==> config.mk <==
export PLATFORM = sky130hd
export DESIGN_NAME = fpu_result_collector
export DESIGN_NICKNAME = d
export VERILOG_FILES = /design/src/rtl/fpu_result_collector.sv
export SDC_FILE = /design/constraint.sdc
export NUM_CORES = 1
export LEC_CHECK = 0
export ABC_AREA = 0
export BUFFER_PORTS_ARGS = -buffer_cell sky130_fd_sc_hd__buf_2
export CAP_MARGIN = 20
export CORE_MARGIN = 5
export CORE_UTILIZATION = 40
export CTS_CLUSTER_SIZE = 8
export DETAILED_ROUTE_END_ITERATION = 10
export PLACE_DENSITY = 0.72
export SLEW_MARGIN = 20
export SYNTH_ARGS = -nofsm -noshare
export SYNTH_HDL_FRONTEND = slang
export SYNTH_SLANG_ARGS = --single-unit
==> constraint.sdc <==
create_clock -name clk -period 7.91 [get_ports clk]
set_clock_uncertainty 0.1 [all_clocks]
set_input_delay 0.3955 -clock clk [delete_from_list [all_inputs] [get_ports clk]]
set_output_delay 0.3955 -clock clk [all_outputs]
set_load 0.02 [all_outputs]
==> src/rtl/fpu_result_collector.sv <==
// ---------------------------------------------------------------------------
// fpu_result_collector
//
// Sits directly downstream of a fixed-latency FPU.
// - Tracks every op issued into the FPU pipe with a {valid, rd} tag pipe.
// - Captures the FPU result and flags when the tag reaches the last stage.
// - Buffers that result in a small circular FIFO.
// - Presents the FIFO head to register-file writeback over valid/ready.
// - Accumulates the exception flags of retired ops into a sticky fflags
//   register, which a CSR can also write.
//
// Issue is credit-throttled: an op is accepted only if every op already in
// flight, plus the new one, is guaranteed a FIFO slot.
//
// Parameters
//   LATENCY  cycles from operands applied to the FPU until its outputs are valid
//   DEPTH    result FIFO entries (power of two, >= 2)
//
// Ports
//   clk, rst                 clock, asynchronous active-high reset
//   issue_valid/issue_ready  issue handshake toward the FPU front end
//   issue_rd                 destination tag of the issued op
//   fpu_result, fpu_flags    FPU outputs {NV,DZ,OF,UF,NX}
//   out_valid/out_ready      writeback handshake
//   out_data/out_rd/out_flags  FIFO head contents (zero while empty)
//   fflags                   sticky accumulated exception flags
//   fflags_wr, fflags_wdata  CSR write of fflags
// ---------------------------------------------------------------------------
module fpu_result_collector #(
  parameter int LATENCY = 2,
  parameter int DEPTH   = 2
) (
  input  logic        clk,
  input  logic        rst,
  input  logic        issue_valid,
  output logic        issue_ready,
  input  logic [4:0]  issue_rd,
  input  logic [31:0] fpu_result,
  input  logic [4:0]  fpu_flags,
  output logic        out_valid,
  input  logic        out_ready,
  output logic [31:0] out_data,
  output logic [4:0]  out_rd,
  output logic [4:0]  out_flags,
  output logic [4:0]  fflags,
  input  logic        fflags_wr,
  input  logic [4:0]  fflags_wdata
);

  localparam int PTR_W = (DEPTH > 1) ? $clog2(DEPTH) : 1;
  localparam int CNT_W = PTR_W + 1;
  // Wide enough for a full FIFO plus a full tag pipe.
  localparam int OCC_W = $clog2(DEPTH + LATENCY + 1);

  // Tag pipe state.
  logic [LATENCY-1:0] tag_vld_q, tag_vld_d;
  logic [4:0]         tag_rd_q [LATENCY];
  logic [4:0]         tag_rd_d [LATENCY];

  // FIFO storage and control.
  logic [31:0]      mem_data_q  [DEPTH];
  logic [31:0]      mem_data_d  [DEPTH];
  logic [4:0]       mem_rd_q    [DEPTH];
  logic [4:0]       mem_rd_d    [DEPTH];
  logic [4:0]       mem_flags_q [DEPTH];
  logic [4:0]       mem_flags_d [DEPTH];
  logic [PTR_W-1:0] wr_ptr_q, wr_ptr_d;
  logic [PTR_W-1:0] rd_ptr_q, rd_ptr_d;
  logic [CNT_W-1:0] count_q, count_d;
  logic [4:0]       fflags_q, fflags_d;

  logic             fire;
  logic             push;
  logic             pop;
  logic             full;
  logic [OCC_W-1:0] inflight;
  logic [OCC_W-1:0] occupancy;

  // Explicit wrap so a non-power-of-two DEPTH still behaves as a ring.
  function automatic logic [PTR_W-1:0] next_ptr(input logic [PTR_W-1:0] ptr);
    if (ptr == PTR_W'(DEPTH - 1)) begin
      next_ptr = '0;
    end else begin
      next_ptr = ptr + PTR_W'(1);
    end
  endfunction

  // Credit check uses registered state only, so issue_ready never depends
  // combinationally on issue_valid or on the writeback side.
  always_comb begin
    inflight = '0;
    for (int i = 0; i < LATENCY; i++) begin
      inflight = inflight + OCC_W'(tag_vld_q[i]);
    end
    occupancy   = OCC_W'(count_q) + inflight;
    issue_ready = occupancy < OCC_W'(DEPTH);
    fire        = issue_valid && issue_ready;
    push        = tag_vld_q[LATENCY-1];
    full        = (count_q == CNT_W'(DEPTH));
    out_valid   = (count_q != '0);
    pop         = out_valid && out_ready;
  end

  // Head is shown combinationally; outputs read as zero while empty.
  always_comb begin
    out_data  = '0;
    out_rd    = '0;
    out_flags = '0;
    if (out_valid) begin
      out_data  = mem_data_q[rd_ptr_q];
      out_rd    = mem_rd_q[rd_ptr_q];
      out_flags = mem_flags_q[rd_ptr_q];
    end
  end

  assign fflags = fflags_q;

  // Stage boundary: issue -> tag pipe (stage 0 loads this cycle's issue).
  always_comb begin
    tag_vld_d    = '0;
    tag_vld_d[0] = fire;
    tag_rd_d[0]  = issue_rd;
    for (int i = 1; i < LATENCY; i++) begin
      tag_vld_d[i] = tag_vld_q[i-1];
      tag_rd_d[i]  = tag_rd_q[i-1];
    end
  end

  // Stage boundary: tag pipe last stage -> FIFO write.
  always_comb begin
    mem_data_d  = mem_data_q;
    mem_rd_d    = mem_rd_q;
    mem_flags_d = mem_flags_q;
    wr_ptr_d    = wr_ptr_q;
    rd_ptr_d    = rd_ptr_q;
    count_d     = count_q;

    if (push) begin
      mem_data_d[wr_ptr_q]  = fpu_result;
      mem_rd_d[wr_ptr_q]    = tag_rd_q[LATENCY-1];
      mem_flags_d[wr_ptr_q] = fpu_flags;
      wr_ptr_d              = next_ptr(wr_ptr_q);
    end
    if (pop) begin
      rd_ptr_d = next_ptr(rd_ptr_q);
    end

    case ({push, pop})
      2'b10:   count_d = count_q + CNT_W'(1);
      2'b01:   count_d = count_q - CNT_W'(1);
      default: count_d = count_q;
    endcase
  end

  // Flags are accumulated at retirement; a popped op's flags survive a
  // same-cycle CSR write.
  always_comb begin
    fflags_d = (fflags_wr ? fflags_wdata : fflags_q) | (pop ? out_flags : 5'b0);
  end

  // Control state: cleared by reset so in-flight ops are discarded.
  always_ff @(posedge clk or posedge rst) begin
    if (rst) begin
      tag_vld_q <= '0;
      wr_ptr_q  <= '0;
      rd_ptr_q  <= '0;
      count_q   <= '0;
      fflags_q  <= '0;
    end else begin
      tag_vld_q <= tag_vld_d;
      wr_ptr_q  <= wr_ptr_d;
      rd_ptr_q  <= rd_ptr_d;
      count_q   <= count_d;
      fflags_q  <= fflags_d;
    end
  end

  // Data state: only meaningful under a valid tag or a live FIFO entry.
  always_ff @(posedge clk) begin
    tag_rd_q    <= tag_rd_d;
    mem_data_q  <= mem_data_d;
    mem_rd_q    <= mem_rd_d;
    mem_flags_q <= mem_flags_d;
  end

  // Credits make this unreachable; firing means the throttle is broken.
  always_ff @(posedge clk) begin
    if (!rst) begin
      assert (!(push && full));
    end
  end

endmodule

======== Word level (Yosys, flattened, before mapping) ========
Cells that the tools add are included.
word-level totals
  register bits ........................... 105
  input bits .............................. 52
  output and inout port bits .............. 49
operators by class
  $lt $le $gt $ge ......................... 4
  bitwise logic cells ..................... 3
  multiplexer cells ....................... 24
  reductions and logical operators ........ 5
  eq/ne operators ......................... 2
  add/sub/neg operators ................... 6
operators with widths
  cell                                                                  count
  32-bit two-way mux                                                    5
  64-bit bitwise mux                                                    1
  5-bit two-way mux                                                     11
  32-bit demux with 1-bit select                                        1
  10-bit bitwise mux                                                    2
  5-bit demux with 1-bit select                                         1
  5-bit OR                                                              1
  2-bit >= comparator, second input constant                            2
  1-bit NOT with 2-bit output                                           2
  2-bit one-hot mux with 2 select lines                                 1
  2-bit nonzero test                                                    2
  2-bit by 2-bit adder with 3-bit output                                1
  1-bit logical AND                                                     3
  3-bit by 2-bit < comparator with 1-bit output, second input constant  1
  1-bit adder, second input constant                                    2
  1-bit by 1-bit adder with 2-bit output                                1
  2-bit by 1-bit adder with 2-bit output, second input constant         1
  2-bit by 1-bit == test with 1-bit output, second input constant       1
  2-bit == test, second input constant                                  1
  2-bit by 1-bit < comparator with 1-bit output, second input constant  1
  1-bit two-way mux                                                     2
  2-bit by 1-bit subtractor with 2-bit output, second input constant    1

======== Depth between registers and ports, before layout ========
Gate-level depths: netlist of the first run.
  word-level depth ........................ 7
  depth in mapped cells ................... 8
  gate-level depth less buffers ........... 8

======== Worst setup path before layout of the first run ========
OpenSTA, ideal clock, no wires.
  kind .................................... register -> register
  from .................................... register tag_vld_q[1]
  to ...................................... register mem_data_q[32] (netlist name), enable pin
  cell stages (with the launch flop) ...... 3
  arrival time ............................ 2,212 ps
  buffers on the path ..................... 0
  path slack .............................. 5,157 ps
  cell sequence ........................... dfrtp_1 inv_1 nor2_1
RTL lines
  element                 RTL line  RTL
  from (decl)             56        logic [LATENCY-1:0] tag_vld_q, tag_vld_d;
  from (signal assigned)  170       tag_vld_q <= tag_vld_d;
  to (signal assigned)    181       mem_data_q <= mem_data_d;
  to (decl)               61        logic [31:0] mem_data_q [DEPTH];
No word-level cell between the ends.

======== Worst setup path in the final report of the first run ========
  from .................................... register rd_ptr_q
  to ...................................... output port out_flags[0]
between the ends
  cells in the longest elaborated chain, start to end .. 5
ends and longest elaborated chain
  element                                                RTL line  RTL
  from (decl)                                            68        logic [PTR_W-1:0] rd_ptr_q, rd_ptr_d;
  from (signal assigned)                                 172       rd_ptr_q <= rd_ptr_d;
  1-bit NOT with 2-bit output (not written as such)      112       out_flags = mem_flags_q[rd_ptr_q];
  5-bit two-way mux (not written as such) (3 in series)  112
  5-bit two-way mux                                      109       if (out_valid) begin
  to (decl)                                              44        output logic [4:0] out_flags,
No other way between the ends. The select of a mux whose other input is x is not followed.

==> summary.md, run 1 <==
| Metric | Value |
|---|---|
| Final TNS setup | `0 ps` |
| Crit-path cells | `buf_4 > mux2i_1 > nor2_1 > buf_2` |
| Syn Nets | `281` |
| Critical path buffers and inverters | `2` |
| Gr usage total | `12.35%` |
| Num CTS Buffers | `9` |
| Final Max Slew Viols | `0` |
| Fin nets | `387` |
| Sequential area share after synthesis | `77.49%` |
| CP Capture Type | `output pin` |
| CP Launch Point | `rd_ptr_q$_DFFE_PP0P_` |
| DIE HEIGHT | `108.3 um` |
| Slowest CP cell | `dfrtp_2` |
| Synth Instances | `227` |
| Mapped Area | `3869 sq um` |
| Peak supply drop | `0.0001587 V` |
| Die footprint | `11740 sq um` |
| GP Congestion | `0.6964` |
| GRT overflow | `0` |
| CP peak stage delay | `790 ps` |
| Finished Layout Cells | `467` |
| Hold depth | `1` |
| Worst reg2reg path endpoint | `count_q[1]$_DFFE_PP0P_` |
| Post-detail-place hpwl | `4.768 mm` |
| Largest net degree at the start of global routing | `44` |
| Reg-to-reg setup timing slack | `5600 ps` |
| Pwr/cell area | `372.6 nW/um^2` |
| # fillers | `811` |
| Area growth syn-to-layout | `21.28%` |
| Gates resized, CTS repair | `0` |
| Metal-1 WL | `2.804 mm` |
| Worst Hold Path EP | `tag_rd_d[1]$_DFF_P_` |
| Clock Latency Late Sink | `350 ps` |
| Hold Path Class | `primary input to register` |
| CTS tree | `done` |
| Clk root buf | `clkbuf_8` |
| Launch point of the worst reg-to-reg path | `count_q[0]$_DFFE_PP0P_` |
| CP startpoint kind | `register` |
| Critical-path maximum fanout | `23` |
| Leak | `0.001948 uW` |
| First-pass DRT Iterations | `4` |
| Layout cell share with drive strength beyond 1 | `36.39%` |
| PortBufs | `100` |
| Initial Util | `41.48%` |
| Diodes inserted | `0` |
| Setup Fix Bufs, Post-CTS | `0` |
| CP delay by family, top | `flip-flops` |
| Hold path start | `issue_rd[1]` |
| Mean post-synth cell area | `17.04 sq um` |
| Remaining DRCs | `0` |
| Worst EP arrival | `2170 ps` |
| Post-DR wirelength/cell | `14.84 um` |
| Flops & latches, synth | `105` |
| Vias in the first global route | `2204` |
| # setup viols final | `0` |
| Synth unique cells | `20` |
| Chip Width | `108.3 um` |
| First-pass GRT wire length | `10.98 mm` |
| Detailed Route Iter0 Violations | `52` |
| DR top layer | `met4` |
| Status | `completed` |
| Required time of the critical path | `7410 ps` |
| Final Hold Fails | `0` |
| Max_cap viols | `0` |
| Crit path time final | `2668 ps` |
| Vias post-DR | `2116` |
| Final wirelength | `6.929 mm` |
| WL met2 | `3.507 mm` |
| Max clock buf depth | `2` |
| Met3 routed WL | `531 um` |
| Critical path depth in cells | `4` |
| H-tree Lvls | `3` |
| Ys Warns | `0` |
| Crit Path Class | `register to output pin` |
| Placed cell count | `448` |
| CTS sink count | `105` |
| CTS clk-pin slew, worst paths | `100 ps` |
| Max-slew headroom | `35.24%` |
| Post-DR vias/cell | `4.531` |
| Core area | `9328 sq um` |
| Tightest Pin Transition | `969.0 ps` |
| Fin crit share | `33.73%` |
| Rows | `35` |
| Post-DRT Antenna Nets | `0` |
| RSZ-0062 raised after global routing | `no` |
| Initial antenna violation count | `0` |
| Logic depth of the worst register-to-register path | `8` |
| F_max | `374.8 MHz` |
| Top-level port count | `101` |
## power by group
| part | internal (uW) | switching, uW | total [uW] |
|---|---|---|---|
| Combinational | 237 | 430 | 668 |
| Sequential | 720 | 65.3 | 785 |
| Clock | 119 | 176 | 295 |
## timing repair
action                     CTS  global route
hold endpoints to repair    11             1
hold buffers                 1             1
setup endpoints to repair    0             0
## metal layers
layer	GRT usage, %	vias to the layer above
li1	-	1032
met1	14.53	1013
met2	20.78	64
met3	4.299	7
met4	4.869	0
met5	0	-
## registers in the layout, summed over array words and instances, names as in the netlist, 2 cells and up
signal	cells
fflags	5
tag_rd_d	5
mem_data_q	64
tag_vld_q	2
count_q	2
mem_flags_q	10
mem_rd_q	10
tag_rd_q	5
## placed cells by master (no fill, tap or decap), types with 3 or more instances in the layout
cell | netlist | layout
edfxtp_1 | 84 | 84
o21ai_0 | 3 | 3
clkinv_4 | 0 | 3
mux2i_1 | 47 | 47
clkbuf_8 | 0 | 9
xnor2_1 | 3 | 3
dfxtp_1 | 10 | 10
dfrtp_1 | 11 | 10
inv_1 | 3 | 3
buf_2 | 4 | 100
nor2_1 | 44 | 43
## kinds of logic (layout without fill, tap and decap cells)
group | Yosys count | count (layout) | synth area share, %
flops | 105 | 105 | 77.49
xor+xnor | 5 | 5 | 1.132
compound gates | 6 | 6 | 0.8408
buf+inv | 14 | 125 | 2.684
simple gates | 48 | 48 | 5.045
mux | 47 | 47 | 12.16
fa+ha+maj | 2 | 2 | 0.6467
## through the flow
stage               total power (uW)  instance area [sq um]  hold slack (ps)  worst slack [ps]  utilization (%)
finish                          1748                   4692            40.16              5242            50.30
global route                    1859                   4692            1.203              5101            50.30
CTS                             1772                   4654            9.650              5203            49.90
detailed placement              1474                   4467            214.3              5539            47.89
global placement                1460                   4467            211.3              5614            47.89
floorplan                       1274                   3869            147.9              5157                -
## Yosys cell counts
library cell  number  share of area, %
o21ai_1            2              0.26
nor2_1            44               4.3
xnor2_1            3              0.68
ha_1               2              0.65
buf_2              4              0.52
dfrtp_1           11               7.1
and2_1             2              0.32
nor2_4             1              0.29
xor2_1             2              0.45
mux2i_1           47                12
buf_6              4               1.2
dfxtp_1           10               5.2
inv_1              3              0.29
buf_1              1             0.097
buf_12             1              0.52
a211oi_1           1              0.19
edfxtp_1          84                65
nand2_2            1              0.16
o21ai_0            3              0.39
inv_2              1             0.097
## layout make-up
class / count / area, sq um / share of cell area [%]
sequential: 105 / 2999 / 63.92
clock buffer: 10 / 127.6 / 2.720
timing repair buffer: 105 / 563.0 / 12.00
inverter: 4 / 15.01 / 0.3200
clock inverter: 6 / 50.05 / 1.067
multi-input combinational: 108 / 775.7 / 16.53
tap: 129 / 161.4 / 3.440
## worst max path at each step
stage | endpoint | slack [ps]
2_1_floorplan | mem_data_q[32]$_DFFE_PP_ | 5160
3_3_place_gp | out_flags[2] | 5610
3_5_place_dp | count_q[1]$_DFFE_PP0P_ | 5540
4_1_cts | out_flags[0] | 5200
5_1_grt | out_flags[0] | 5100
6_report | out_flags[0] | 5240
Power figures use the tool's default switching activity.
==> inputs of run 2 (changes only) <==
==> constraint.sdc (replaced) <==
create_clock -name clk -period 2.65 [get_ports clk]
set_clock_uncertainty 0.1 [all_clocks]
set_input_delay 0.1325 -clock clk [delete_from_list [all_inputs] [get_ports clk]]
set_output_delay 0.1325 -clock clk [all_outputs]
set_load 0.02 [all_outputs]
==> run 2 against run 1 <==
  * Sequential power grew to 3.0 times the previous value
  * Final cell count is 10% higher
  * Non-clock buffer count is 48 higher
  * Via count is 9.5% higher
  * Utilization is 5.5 points higher
  * Critical endpoint is now out_flags[4]
==> summary.md, run 2 (synthesized netlist as in run 1, its figures left out) <==
| Metric | Value |
|---|---|
| CP Capture Type | `output pin` |
| Final TNS setup | `0 ps` |
| Vias post-DR | `2316` |
| Launch point of the worst reg-to-reg path | `rd_ptr_q$_DFFE_PP0P_` |
| Power share of the sequential group | `43.8%` |
| Final wirelength | `7.602 mm` |
| Worst EP arrival | `1980 ps` |
| Die footprint | `11740 sq um` |
| CTS sink count | `105` |
| Post-DRT Antenna Nets | `0` |
| Pint | `3375 uW` |
| Logic depth of the worst register-to-register path | `3` |
| Gr usage total | `13.13%` |
| GRT overflow | `0` |
| Detailed Route Iter0 Violations | `93` |
| Crit Path Class | `register to output pin` |
| Area growth syn-to-layout | `34.51%` |
| Clk root buf | `clkbuf_8` |
| Switch Pwr | `2016 uW` |
| Post-DR wirelength/cell | `14.76 um` |
| Clock share of power | `17.7%` |
| Pwr/cell area | `1036 nW/um^2` |
| Max-slew headroom | `49.39%` |
| Required time of the critical path | `2420 ps` |
| Most frequent cells in the layout | `buf_2, edfxtp_1, dlygate4sd3_1` |
| Setup Fix Bufs, Post-CTS | `0` |
| Diodes inserted | `0` |
| Initial Util | `41.48%` |
| Post-detail-place hpwl | `4.881 mm` |
| # fillers | `755` |
| # setup viols final | `0` |
| Top-level port count | `101` |
| Slowest CP cell | `dfrtp_2` |
| Fin crit share | `83.35%` |
| Tightest Pin Transition | `759.1 ps` |
| GP Congestion | `0.7126` |
| Sequential Area | `2999 sq um` |
| Final worst setup slack | `441.1 ps` |
| Post-DR vias/cell | `4.497` |
| CTS clk-pin slew, worst paths | `100 ps` |
| Commonest non-fill, non-tap cell in the layout | `buf_2` |
| First-pass DRT Iterations | `4` |
| Pre-CTS WS | `783.5 ps` |
| CP startpoint kind | `register` |
| Worst Hold Path EP | `fflags[1]$_DFF_PP0_` |
| Rows | `35` |
| F_max | `452.7 MHz` |
| Reg-to-reg setup timing slack | `920 ps` |
| Largest regs | `mem_data_q: 64 flops, mem_flags_q: 10 flops, mem_rd_q: 10 flops` |
| Hold path start | `fflags_wr` |
| CP peak stage delay | `870 ps` |
| CP delay by family, top | `flip-flops` |
| Clock Latency Late Sink | `350 ps` |
| Core area | `9328 sq um` |
| Combinational group share of total power | `38.5%` |
| CTS tree | `done` |
| Initial antenna violation count | `0` |
| Final Hold Fails | `0` |
| Critical-path maximum fanout | `25` |
| PortBufs | `100` |
| Crit path time final | `2209 ps` |
| Area occupied by multi-input gates | `775.7 sq um` |
| Worst reg2reg path endpoint | `fflags[2]$_DFF_PP0_` |
| Critical path buffers and inverters | `2` |
| Largest net degree at the start of global routing | `43` |
| Chip Width | `108.3 um` |
| Gates resized, CTS repair | `0` |
| Fin nets | `435` |
| CTS Hold Bufs | `49` |
| Hold Path Class | `primary input to register` |
| Layout cell share with drive strength beyond 1 | `32.38%` |
| Max clock buf depth | `2` |
| Remaining DRCs | `0` |
| RSZ-0062 raised after global routing | `no` |
| Hold depth | `3` |
| DIE HEIGHT | `108.3 um` |
| Peak supply drop | `0.0005777 V` |
| Num CTS Buffers | `9` |
| Largest register FFs | `64` |
| Placed inst area | `4519 sq um` |
| Leak | `0.002165 uW` |
| Top reg by flops | `mem_data_q` |
| Sw frac | `37.40%` |
| Final Max Slew Viols | `0` |
| Vias in the first global route | `2420` |
| Post-route cell area | `5204 sq um` |
| H-tree Lvls | `3` |
| First-pass GRT wire length | `11.63 mm` |
| Crit-path cells | `buf_12 > mux2i_1 > nor2_1 > buf_2` |
| Status | `completed` |
| Max_cap viols | `0` |
[run 2: cell types whose count changed in the layout (fill, tap and decap cells not counted), sizes merged]
cell,before,now
dlygate4sd3,2,49
clkinv,4,3
bufinv,0,1
buf,103,104
[run 2: how the worst max path moves through the flow]
stage / start / to / cells past startpoint
floorplan: tag_vld_q[1]$_DFF_PP0_ / mem_data_q[32]$_DFFE_PP_ / 2
global placement: rd_ptr_q$_DFFE_PP0P_ / out_flags[4] / 4
detailed placement: rd_ptr_q$_DFFE_PP0P_ / out_flags[2] / 4
CTS: rd_ptr_q$_DFFE_PP0P_ / out_flags[2] / 4
global route: rd_ptr_q$_DFFE_PP0P_ / out_data[29] / 4
finish: rd_ptr_q$_DFFE_PP0P_ / out_flags[4] / 4
[run 2: power groups by stage]
stage                     clock network [uW]  registers [uW]  logic (uW)
after floorplan                            0            2310        1490
after global placement                     0            2380        2020
after detailed placement                   0            2410        2050
after CTS                                994            2370        2120
after global routing                    1050            2400        2260
final                                    957            2360        2070
[run 2: worst reg2reg max path: stages, from the launching register on]
cell     delay, ps
dfrtp_2        870
buf_12         270
mux2i_1        260
o21ai_0        110
[run 2: layout make-up]
| class | count | share of cell area (%) |
|---|---|---|
| sequential | 105 | 57.63 |
| tap | 129 | 3.102 |
| timing repair buffer | 153 | 20.34 |
| multi-input combinational | 108 | 14.91 |
| clock buffer | 10 | 2.453 |
| clock inverter | 6 | 1.274 |
| inverter | 4 | 0.2885 |
[run 2: metrics by stage]
| stage | hold slack [ps] | utilization [%] | instances | total power, uW |
|---|---|---|---|---|
| global route | 47.55 | 55.79 | 515 | 5703 |
| detailed placement | 50.74 | 48.45 | 450 | 4458 |
| floorplan | -115.1 | - | 227 | 3801 |
| CTS | 0.5111 | 55.79 | 515 | 5477 |
| finish | 25.55 | 55.79 | 515 | 5392 |
| global placement | 42.78 | 48.45 | 450 | 4407 |
[run 2: per-layer routing]
layer,GRT usage (%),vias to the layer above,wire length [um]
li1,-,1126,-
met1,13.91,1116,2963
met2,25.13,66,4107
met3,3.940,8,455
met4,3.517,0,76
met5,0,-,0
==> inputs of run 3 (changes only) <==
==> constraint.sdc (replaced) <==
create_clock -name clk -period 2.2 [get_ports clk]
set_clock_uncertainty 0.1 [all_clocks]
set_input_delay 0.11 -clock clk [delete_from_list [all_inputs] [get_ports clk]]
set_output_delay 0.11 -clock clk [all_outputs]
set_load 0.02 [all_outputs]
==> run 3 against run 2 <==
  * Critical path depth is the same
  * Worst hold slack lost 1.5 ps
  * Utilization grew 0.90 points
  * Setup slack lost 200 ps
  * Largest power group unchanged
  * Highest routed layer unchanged
==> summary.md, run 3 (synthesized netlist as in run 1, its figures left out) <==
| Metric | Value |
|---|---|
| Status | `completed` |
| Max clock buf depth | `2` |
| Pwr/cell area | `1273 nW/um^2` |
| GP Congestion | `0.6897` |
| Clk root buf | `clkbuf_8` |
| Clock share of power | `19.8%` |
| Final worst setup slack | `236.7 ps` |
| Leak | `0.002208 uW` |
| Max_cap viols | `0` |
| Final wirelength | `7.610 mm` |
| First-pass GRT wire length | `12.11 mm` |
| Power share of the sequential group | `41.3%` |
| PortBufs | `100` |
| Core area | `9328 sq um` |
| Vias in the first global route | `2497` |
| Post-detail-place hpwl | `4.847 mm` |
| Final TNS setup | `0 ps` |
| Gr usage total | `13.46%` |
| Commonest non-fill, non-tap cell in the layout | `buf_2` |
| Required time of the critical path | `2330 ps` |
| Final Hold Fails | `0` |
| First-pass DRT Iterations | `4` |
| GRT overflow | `0` |
| Fin nets | `440` |
| Critical-path maximum fanout | `17` |
| CTS sink count | `105` |
| Initial Util | `41.48%` |
| Largest net degree at the start of global routing | `43` |
| Crit-path cells | `buf_12 > mux2i_1 > o21ai_1 > dlygate4sd3_1` |
| CTS tree | `done` |
| Final Max Slew Viols | `0` |
| Util after Layout | `56.69%` |
| Diodes inserted | `0` |
| Post-DR vias/cell | `4.542` |
| Area growth syn-to-layout | `36.68%` |
| Num CTS Buffers | `9` |
| Post-DRT Antenna Nets | `0` |
| CP Capture Type | `register` |
| Total power | `6732 uW` |
| Pre-CTS WS | `553.2 ps` |
| Top reg by flops | `mem_data_q` |
| CP startpoint kind | `register` |
| Crit Path Class | `register to register` |
| H-tree Lvls | `3` |
| Slowest CP cell | `dfrtp_2` |
| Crit path time final | `1963 ps` |
| Rows | `35` |
| Vias post-DR | `2362` |
| Sw frac | `36.67%` |
| Gates resized, CTS repair | `0` |
| Largest register FFs | `64` |
| F_max | `509.4 MHz` |
| # setup viols final | `0` |
| Most frequent cells in the layout | `buf_2, edfxtp_1, dlygate4sd3_1` |
| Worst EP arrival | `2100 ps` |
| CP peak stage delay | `610 ps` |
| Clock Latency Late Sink | `350 ps` |
| CTS clk-pin slew, worst paths | `100 ps` |
| Switch Pwr | `2469 uW` |
| Max-slew headroom | `70.73%` |
| Top-level port count | `101` |
| Largest regs | `mem_data_q: 64 flops, mem_flags_q: 10 flops, mem_rd_q: 10 flops` |
| Initial antenna violation count | `0` |
| Hold Path Class | `primary input to register` |
| Tightest Pin Transition | `439.1 ps` |
| RSZ-0062 raised after global routing | `no` |
| Setup Fix Bufs, Post-CTS | `0` |
| Peak supply drop | `0.0005333 V` |
| Post-DR wirelength/cell | `14.63 um` |
| Layout cell share with drive strength beyond 1 | `32.74%` |
| DIE HEIGHT | `108.3 um` |
| Combinational group share of total power | `38.9%` |
| Pint | `4263 uW` |
| Fin crit share | `89.24%` |
| Die footprint | `11740 sq um` |
| Chip Width | `108.3 um` |
| Detailed Route Iter0 Violations | `52` |
| Remaining DRCs | `0` |
[run 3: cell types whose count changed in the layout (fill, tap and decap cells not counted), sizes merged]
cell | before | now
buf | 104 | 106
bufinv | 1 | 2
clkinv | 3 | 0
dlygate4sd3 | 49 | 52
inv | 6 | 8
[run 3: path summary, 6_finish.rpt]
kind / startpoint / end / slack, ps / cells past startpoint
worst max-delay path: rd_ptr_q$_DFFE_PP0P_ / fflags[3]$_DFF_PP0_ / 240 / 4
worst min-delay path: fflags_wr / fflags[4]$_DFF_PP0_ / 20 / 3
worst max register to register: rd_ptr_q$_DFFE_PP0P_ / fflags[3]$_DFF_PP0_ / 240 / 4
worst min register to register: tag_rd_d[1]$_DFF_P_ / tag_rd_q[1]$_DFF_P_ / 240 / 0
max in group asynchronous: rst / rd_ptr_q$_DFFE_PP0P_ / 1490 / 3
min in group asynchronous: rst / fflags[1]$_DFF_PP0_ / 180 / 3
[run 3: per-layer routing]
metal | global-route usage (%) | share of wire, % | wire length, um | vias to the layer above
li1 | - | - | - | 1134
met1 | 15.19 | 39 | 2961 | 1162
met2 | 24.91 | 54 | 4147 | 64
met3 | 4.119 | 6.3 | 478 | 2
met4 | 3.066 | 0.30 | 23 | 0
met5 | 0 | 0 | 0 | -
[run 3: cell type report]
| type | instances | area (sq um) |
|---|---|---|
| tap | 129 | 161.4 |
| timing repair buffer | 158 | 1104 |
| multi-input combinational | 108 | 775.7 |
| inverter | 4 | 15.01 |
| clock buffer | 10 | 137.6 |
| sequential | 105 | 2999 |
| fill | 755 | 4040 |
| clock inverter | 6 | 95.09 |
[run 3: what timing repair did]
action                                  in CTS  in global routing
endpoints found under the hold margin       96                  0
hold buffers                                52                  0
endpoints found under the setup margin       0                  0
[run 3: worst max-delay path: cells and delay by family, from the launching register on]
kind / cells / cell delay [ps]
AO/OA/AOI/OAI: 1 / 100
buffers and inverters: 2 / 780
multiplexers: 1 / 260
flip-flops: 1 / 610
[run 3: power groups by stage]
stage | sequential [uW] | combinational [uW] | clock [uW]
floorplan | 2780 | 1800 | 0
global placement | 2810 | 2560 | 0
detailed placement | 2830 | 2590 | 0
CTS | 2790 | 2680 | 1380
global route | 2820 | 2850 | 1460
finish | 2780 | 2620 | 1330
[run 3: metrics by stage]
stage,std cells,area (sq um),hold WS (ps)
after detailed placement,452,4534,29.99
final,520,5288,24.08
after global placement,452,4534,13.02
after floorplan,227,3871,-137.6
after global routing,520,5288,30.41
after CTS,520,5288,7.693
